File: config.mk
export PLATFORM = sky130hd
export DESIGN_NAME = holy_irq_conditioner
export DESIGN_NICKNAME = d
export VERILOG_FILES = /design/src/rtl/holy_irq_conditioner.sv
export SDC_FILE = /design/constraint.sdc
export NUM_CORES = 1
export LEC_CHECK = 0
export CAP_MARGIN = 20
export CORE_MARGIN = 2
export CORE_UTILIZATION = 48
export CTS_CLUSTER_SIZE = 30
export DETAILED_ROUTE_END_ITERATION = 8
export PLACE_DENSITY_LB_ADDON = 0.3
export SYNTH_ARGS = -nofsm -noshare
export SYNTH_HDL_FRONTEND = slang
export SYNTH_SLANG_ARGS = --single-unit
File: constraint.sdc
create_clock -name clk -period 1.2 [get_ports clk]
set_clock_uncertainty 0.05 [all_clocks]
set_input_delay 0.12 -clock clk [delete_from_list [all_inputs] [get_ports clk]]
set_output_delay 0.12 -clock clk [all_outputs]
set_load 0.02 [all_outputs]
File: src/rtl/holy_irq_conditioner.sv
// Interrupt front-end: per-source polarity fix, 2-FF synchronizer, stability filter,
// level/edge selection with sticky edge capture, software clear and overrun flag.
module holy_irq_conditioner #(
    parameter int                  NUM_IRQS      = 5,
    parameter int                  FILTER_CYCLES = 4,
    parameter logic [NUM_IRQS-1:0] ACTIVE_LOW    = '0
) (
    input  logic                clk,
    input  logic                rst_n,
    input  logic [NUM_IRQS-1:0] irq_raw,
    input  logic [NUM_IRQS-1:0] edge_mode,
    input  logic [NUM_IRQS-1:0] irq_clr,
    output logic [NUM_IRQS-1:0] irq_out,
    output logic [NUM_IRQS-1:0] irq_filt,
    output logic [NUM_IRQS-1:0] irq_overrun
);

    localparam int              CNT_W   = (FILTER_CYCLES > 1) ? $clog2(FILTER_CYCLES) : 1;
    localparam logic [CNT_W-1:0] CNT_MAX = CNT_W'(FILTER_CYCLES - 1);

    logic [NUM_IRQS-1:0]            a;
    logic [NUM_IRQS-1:0]            s1, s2;
    logic [NUM_IRQS-1:0]            filt, filt_nxt;
    logic [NUM_IRQS-1:0][CNT_W-1:0] cnt, cnt_nxt;
    logic [NUM_IRQS-1:0]            rise;
    logic [NUM_IRQS-1:0]            pending, pending_nxt;
    logic [NUM_IRQS-1:0]            overrun, overrun_nxt;

    assign a = irq_raw ^ ACTIVE_LOW;

    // A source only commits a new level after s2 has differed from filt for
    // FILTER_CYCLES consecutive cycles; returning to filt restarts the count.
    always_comb begin
        filt_nxt = filt;
        cnt_nxt  = cnt;
        rise     = '0;
        for (int i = 0; i < NUM_IRQS; i++) begin
            if (s2[i] == filt[i]) begin
                cnt_nxt[i] = '0;
            end else if (cnt[i] == CNT_MAX) begin
                filt_nxt[i] = s2[i];
                cnt_nxt[i]  = '0;
                rise[i]     = s2[i];
            end else begin
                cnt_nxt[i] = cnt[i] + CNT_W'(1);
            end
        end
    end

    // Rise beats a simultaneous clear; level-mode sources hold no edge state.
    assign pending_nxt = edge_mode & (rise | (pending & ~irq_clr));
    assign overrun_nxt = edge_mode & ((rise & pending & ~irq_clr) | (overrun & ~irq_clr));

    always_ff @(posedge clk or negedge rst_n) begin
        if (!rst_n) begin
            // NOTE: sync flops reset to 0 as well, so an idle active-low line reads deasserted.
            s1      <= '0;
            s2      <= '0;
            filt    <= '0;
            cnt     <= '0;
            pending <= '0;
            overrun <= '0;
        end else begin
            // NOTE: non-blocking so every stage samples the previous cycle's value.
            s1      <= a;
            s2      <= s1;
            filt    <= filt_nxt;
            cnt     <= cnt_nxt;
            pending <= pending_nxt;
            overrun <= overrun_nxt;
        end
    end

    assign irq_out     = (edge_mode & pending) | (~edge_mode & filt);
    assign irq_filt    = filt;
    assign irq_overrun = overrun;

endmodule
==> impl_results.md, run 1 <==
- Total gr overflow: 0
- Yosys warns: 0
- Rel. slew slack: 0.8251
- Share of layout cells above drive strength 1: 0.3097
- Status: finished with violations
- CTS Buf Count: 5
- Yosys cell types: 13
- Slew @ Worst Pin: 0.2605 ns
- Final antenna-violating net count: 0
- Avg WL per Cell: 13.03 um
- Switching share of power: 0.3033
- Die Footprint: about 3400 um2
- Post-CTS Setup Bufs: 0
- CTS Hold Buffers Added: 0
- Total Routing Usage GR: 0.1684
- Cell area power density: between 1500 and 2000 nW/um2
- Worst hold slack: 0.09908 ns
- Flop pwr share: 0.424
- Dpl ws: -0.4918 ns
- Synth Cell Area: around 1400 um2
- Finished Cell Area: 1959 um2
- Worst setup margin: -0.1093 ns
- Via density per instance: 5.070
- Crit path required time: about 1 ns
- Net switching power: 1123 uW
- CP endpoint kind: output port
- Max cap viols: 0
- Overall Power: 3703 uW
- Largest net degree at the start of global routing: 36
- Crit Path Class: register to output port
- # nets final: between 150 and 200
- First-pass GRT wire length: 4022 um
- Gp weighted congestion: 0.7287
- Worst VDD drop: ~1400 uV
- CTS tree: done
- Sequential area share after synthesis: 0.6250
- Vias in the first global route: 923
- Fillers: about 210
- DRC: 0
- Area Overhead vs Synth: 39.82%
- Startpoint types: register
- PortBufs: 31
- Fin. Hold Viols: 0
- Cell Area, Placed: 1883 um2
- Failing checks: setup timing
- Logic gate share of total power: 0.386
- DP HPWL: 1800 um
- Period utilization: 1.091
- Clk buf depth: 2
- Hold WC Path Type: input port to asynchronous set/reset pin
- Clk_lat worst skew: 0.33 ns
- TritonCTS Sinks: 35
- DRT Wirelength: 2424 um
- N_diodes: 0
- Post-Synthesis Cells: 100
- Max-slew violation count: 0
- Root buffer cell: clkbuf_4
- Drt pass-1 iters: 4
- Clock power frac: 0.190
- Max H-tree Level: 2
- RSZ-0062 raised after global routing: yes
- Core area: 2758 um2
- CP Max Fanout: 2
- Post-route minimum period: 1.309 ns
- Setup TNS: -0.4971 ns
- Drt initial violations: 11
- Clock transition at path regs: 0.09 ns
- Leakage: 0.0008975 uW
- Chip Width: 58.03 um
- Gates resized, CTS repair: 74
- Initial cell density of the core: 0.5082
- Pint: 2580 uW
- Fmax: ~0.76 GHz
- Vias: 943
- Final setup violating endpoints: 6
- Boundary Pins: 32
- Antenna violations before repair: 0
- WP data arrival: 1.14 ns
- Seq cells post-synth: 35
- Row Count: 19
- Die Y: 58.03 um
- Syn Nets: 122
- Post-Syn Area per Cell: roughly 14 um2
-- cells in the mapped netlist --
library cell | n | area share
dfrtp_1 | 35 | 0.63
nand2b_1 | 10 | 0.045
a21boi_1 | 5 | 0.027
a21oi_1 | 5 | 0.018
ha_1 | 5 | 0.045
inv_1 | 5 | 0.013
mux2_1 | 5 | 0.040
mux2_2 | 5 | 0.040
nand3b_1 | 5 | 0.027
nand4b_1 | 5 | 0.031
nor2b_1 | 5 | 0.022
nor3_2 | 5 | 0.036
xnor2_1 | 5 | 0.031
-- cells in the final DEF (no fill, tap or decap) --
| cell type | Yosys | final |
|---|---|---|
| buf_4 | 0 | 16 |
| nand3b_1 | 5 | 5 |
| clkbuf_1 | 0 | 1 |
| nor3_2 | 5 | 5 |
| inv_1 | 5 | 5 |
| nand2b_1 | 10 | 10 |
| clkdlybuf4s15_2 | 0 | 2 |
| mux2_4 | 0 | 3 |
| mux2_2 | 5 | 2 |
| buf_12 | 0 | 1 |
| nand4b_1 | 5 | 5 |
| a21boi_1 | 5 | 5 |
| clkbuf_4 | 0 | 5 |
| clkbuf_8 | 0 | 2 |
| nor2b_1 | 5 | 5 |
| a21oi_1 | 5 | 5 |
| mux2_1 | 5 | 5 |
| buf_6 | 0 | 9 |
| dfrtp_1 | 35 | 35 |
| clkbuf_2 | 0 | 2 |
| clkdlybuf4s50_1 | 0 | 16 |
| buf_2 | 0 | 1 |
| ha_1 | 5 | 5 |
| xnor2_1 | 5 | 5 |
-- kinds of logic (layout without fill, tap and decap cells) --
| logic type | count (synthesis) | after routing | share of synthesized area |
|---|---|---|---|
| XOR/XNOR | 5 | 5 | 0.03125 |
| buffers and inverters | 5 | 60 | 0.01339 |
| multiplexers | 10 | 10 | 0.08035 |
| AO/OA/AOI/OAI | 10 | 10 | 0.04464 |
| adder cells (fa/ha/maj) | 5 | 5 | 0.04464 |
| flip-flops | 35 | 35 | 0.6250 |
| AND/OR/NAND/NOR | 30 | 30 | 0.1607 |
-- final timing paths --
kind                            start             end  slack, ns  depth (start not counted)
max in group asynchronous       rst_n  irq_overrun[1]       0.83                          2
hold reg to reg                 s1[1]           s2[1]       0.31                          0
hold / removal                  rst_n      pending[1]        0.1                          2
min in group clk           irq_raw[4]           s1[4]       0.17                          1
setup reg to reg               cnt[0]     irq_filt[0]       0.04                          2
setup / recovery           pending[1]      irq_out[1]      -0.11                          2
-- stage by stage --
| step | instances | util |
|---|---|---|
| CTS | 186 | 0.7151 |
| global placement | 178 | 0.6828 |
| finish | 186 | 0.7105 |
| floorplan | 100 | - |
| global route | 186 | 0.7105 |
| detailed placement | 178 | 0.6828 |
-- registers in the layout, summed over array words and instances (netlist names) --
register,cells
irq_overrun,5
s2,5
s1,5
irq_filt,5
pending,5
cnt,10
-- cell type report --
cell class,count,area [um2],area share
repair buffers,47,439.2,0.2241
clock buffers,8,68.82,0.03512
inverters,5,18.77,0.009579
multi-input cells,60,518.0,0.2644
well taps,31,38.79,0.01980
flip-flops and latches,35,875.8,0.4470
-- metal layers --
layer / share of wire / wire (um) / GRT usage
met5: 0 / 0 / 0
met2: 0.48 / 1174 / 0.2695
met1: 0.42 / 1015 / 0.1949
met4: 0.031 / 74 / 0.08970
met3: 0.065 / 158 / 0.06696
-- power groups by stage --
stage / logic [uW] / registers [uW] / clock network [uW]
after floorplan: 588 / 1730 / 0
after global placement: 1330 / 1570 / 0
after detailed placement: 1390 / 1590 / 0
after CTS: 1440 / 1570 / 743
after global routing: 1570 / 1600 / 780
final: 1430 / 1570 / 703
-- critical path, stage by stage, from the launching register on --
cell     delay (ns)
dfrtp_1        0.41
mux2_4         0.27
buf_6          0.13
No activity file was read; power rests on OpenSTA's default activity.
==> run 2: changes to the inputs <==
==> constraint.sdc (replaced) <==
create_clock -name clk -period 1.2 [get_ports clk]
set_clock_uncertainty 0.05 [all_clocks]
set_input_delay 0.18 -clock clk [delete_from_list [all_inputs] [get_ports clk]]
set_output_delay 0.18 -clock clk [all_outputs]
set_load 0.02 [all_outputs]
==> run 2 against run 1 <==
  * The flow still finishes with violations (setup timing)
  * Sequential share of layout area is 1.3 points lower
  * Sequential power hardly changed
  * Setup slack worse by 0.071 ns
  * Non-clock buffer count is 5 higher
  * Flip-flop and latch count stayed put
  * Count of clock-buffer cells in the layout stayed put
  * Design area is 3.0% higher
  * Wire length is 5.2% higher
  * Clock power hardly changed
  * Final cell count is 2.7% higher
  * Critical endpoint unchanged
==> impl_results.md, run 2 (synthesis gave the netlist of run 1 again) <==
- Drt initial violations: 13 (+2)
- Setup TNS: -0.9268 ns (-0.4297 ns)
- Period utilization: 1.150 (+0.05938)
- Max-slew violation count: 0 (unchanged)
- Rel. slew slack: 0.8470 (+0.02190)
- DRC: 0 (unchanged)
- PortBufs: 31 (unchanged)
- Cell Area, Placed: 1883 um2 (unchanged)
- Startpoint types: input port
- DRT Wirelength: 2549 um (+5.2%)
- Finished Cell Area: 2018 um2 (+3.0%)
- Largest net degree at the start of global routing: 36 (unchanged)
- Buffer and inverter count on the worst path: 2 (+1)
- RSZ-0062 raised after global routing: yes
- Placed Cells: 178 (unchanged)
- Avg WL per Cell: 13.35 um (+2.4%)
- Crit. path cell count: 3 (+1)
- Switching share of power: 0.3018 (-0.001462)
- Fin. Hold Viols: 0 (unchanged)
- Die Footprint: 3367 um2 (unchanged)
- Worst hold slack: 0.1539 ns (+0.05482 ns)
- Most frequent cells in the layout: 35 x dfrtp_1, 17 x buf_4, 13 x clkdlybuf4s50_1, 13 x buf_6, 10 x nand2b_1
- Fillers: 199 (-6.6%)
- Total Routing Usage GR: 0.1713 (+0.002871)
- Initial cell density of the core: 0.5082 (unchanged)
- Logic gate share of total power: 0.420 (+0.034)
- CTS tree: done
- Total gr overflow: 0 (unchanged)
- Failing checks: setup timing
- Final cell count without fillers: 191 (+2.7%)
- Final antenna-violating net count: 0 (unchanged)
- Drt pass-1 iters: 4 (unchanged)
- Hold WC Path Type: input port to asynchronous set/reset pin
- Max cap viols: 0 (unchanged)
- Chip Width: 58.03 um (unchanged)
- Clk_lat worst skew: 0.33 ns (about the same)
- Clock power frac: 0.179 (-0.011)
- CTS Hold Buffers Added: 0 (unchanged)
- Core Util, Final: 0.7319 (+0.02133)
- Clk buf depth: 2 (unchanged)
- Net switching power: 1190 uW (+5.9%)
- Crit path required time: 0.97 ns (-0.06 ns)
- Largest reg by FF count: cnt
- Flop pwr share: 0.401 (-0.023)
- Final setup violating endpoints: 8 (+2)
- Top delay family on crit path: buffers and inverters
- TritonCTS Sinks: 35 (unchanged)
- Commonest non-fill, non-tap cell in the layout: dfrtp_1
- Crit-path slowest cell: clkdlybuf4s50_1
- Vias: 969 (+2.8%)
- Vias in the first global route: 923 (unchanged)
- Core area: 2758 um2 (unchanged)
- Critical-path cell list: clkdlybuf4s50_1 > mux2_4 > buf_6
- Area Overhead vs Synth: 44.02%
- Clock transition at path regs: 0.09 ns (about the same)
- Worst VDD drop: 1498 uV (+5.9%)
- CP Max Fanout: 2 (unchanged)
- Cell area power density: 1953 nW/um2 (+3.3%)
- Fmax: 0.7243 GHz (-5.2%)
- DP HPWL: 1800 um (unchanged)
- Post-route minimum period: 1.381 ns (+0.07125 ns)
- Gp weighted congestion: 0.7287 (unchanged)
- Antenna violations before repair: 0 (unchanged)
- Root buffer cell: clkbuf_4
- CTS Buf Count: 5 (unchanged)
- N_diodes: 0 (unchanged)
- First-pass GRT wire length: 4112 um (+2.2%)
- Worst setup margin: -0.1806 ns (-0.07125 ns)
- # nets final: 181 (+2.8%)
- Share of layout cells above drive strength 1: 0.3500 (+0.04032)
- Via density per instance: 5.073 (about the same)
- Crit Path Class: input port to output port
- Max H-tree Level: 2 (unchanged)
- Die Y: 58.03 um (unchanged)
- Max reg flops: 10 (unchanged)
- CP endpoint kind: output port
- Status: finished with violations
- Slew @ Worst Pin: 0.2279 ns (-0.03262 ns)
- Boundary Pins: 32 (unchanged)
- Leakage: 0.0009529 uW (+6.2%)
- Max stage delay on crit path: 0.52 ns (+0.11 ns)
- Pint: 2752 uW (+6.7%)
- WP data arrival: 1.15 ns (about the same)
- Row Count: 19 (unchanged)
- Reg2reg path depth: 2 (unchanged)
run 2: cell types whose count changed in the layout (fill, tap and decap cells not counted), sizes merged:
cell           previous run  this run
buf                      27        36
clkbuf                   10         8
clkdlybuf4s15             2         0
clkdlybuf4s50            16        13
dlygate4sd2               0         3
run 2: layout make-up:
cell class              instances  area [um2]  area share
repair buffers                 52       475.5      0.2356
inverters                       5       18.77    0.009299
clock buffers                   8       68.82     0.03410
multi-input cells              60       540.5      0.2678
flip-flops and latches         35       875.8      0.4340
well taps                      31       38.79     0.01922
run 2: timing repair:
action	in CTS	in global routing
endpoints found under the setup margin	15	12
resized for setup	87	6
setup buffers	2	4
run 2: through the flow:
step | total power [uW] | setup WS, ns
after detailed placement | 2980 | -0.6118
after floorplan | 2316 | 0.1104
after global routing | 4194 | -0.2247
after CTS | 3839 | -0.2002
after global placement | 2901 | -0.5709
final | 3942 | -0.1806
run 2: path summary, 6_finish.rpt:
kind	slack [ns]	end	start
worst max-delay path	-0.18	irq_out[1]	edge_mode[1]
min in group clk	0.21	irq_overrun[3]	edge_mode[3]
max in group asynchronous	0.77	cnt[9]	rst_n
worst max register to register	0.03	irq_filt[2]	cnt[4]
worst min register to register	0.31	s2[1]	s1[1]
worst min-delay path	0.15	pending[1]	rst_n
run 2: per-layer routing:
metal | global-route usage | wire (um)
met3 | 0.06473 | 149
met5 | 0 | 0
met1 | 0.2039 | 1103
met2 | 0.2760 | 1237
met4 | 0.07973 | 59
run 2: power by group through the flow:
| stage | combinational (uW) | sequential (uW) | clock [uW] |
|---|---|---|---|
| floorplan | 588 | 1730 | 0 |
| global placement | 1330 | 1570 | 0 |
| detailed placement | 1390 | 1590 | 0 |
| CTS | 1510 | 1580 | 743 |
| global route | 1800 | 1610 | 781 |
| finish | 1660 | 1580 | 704 |
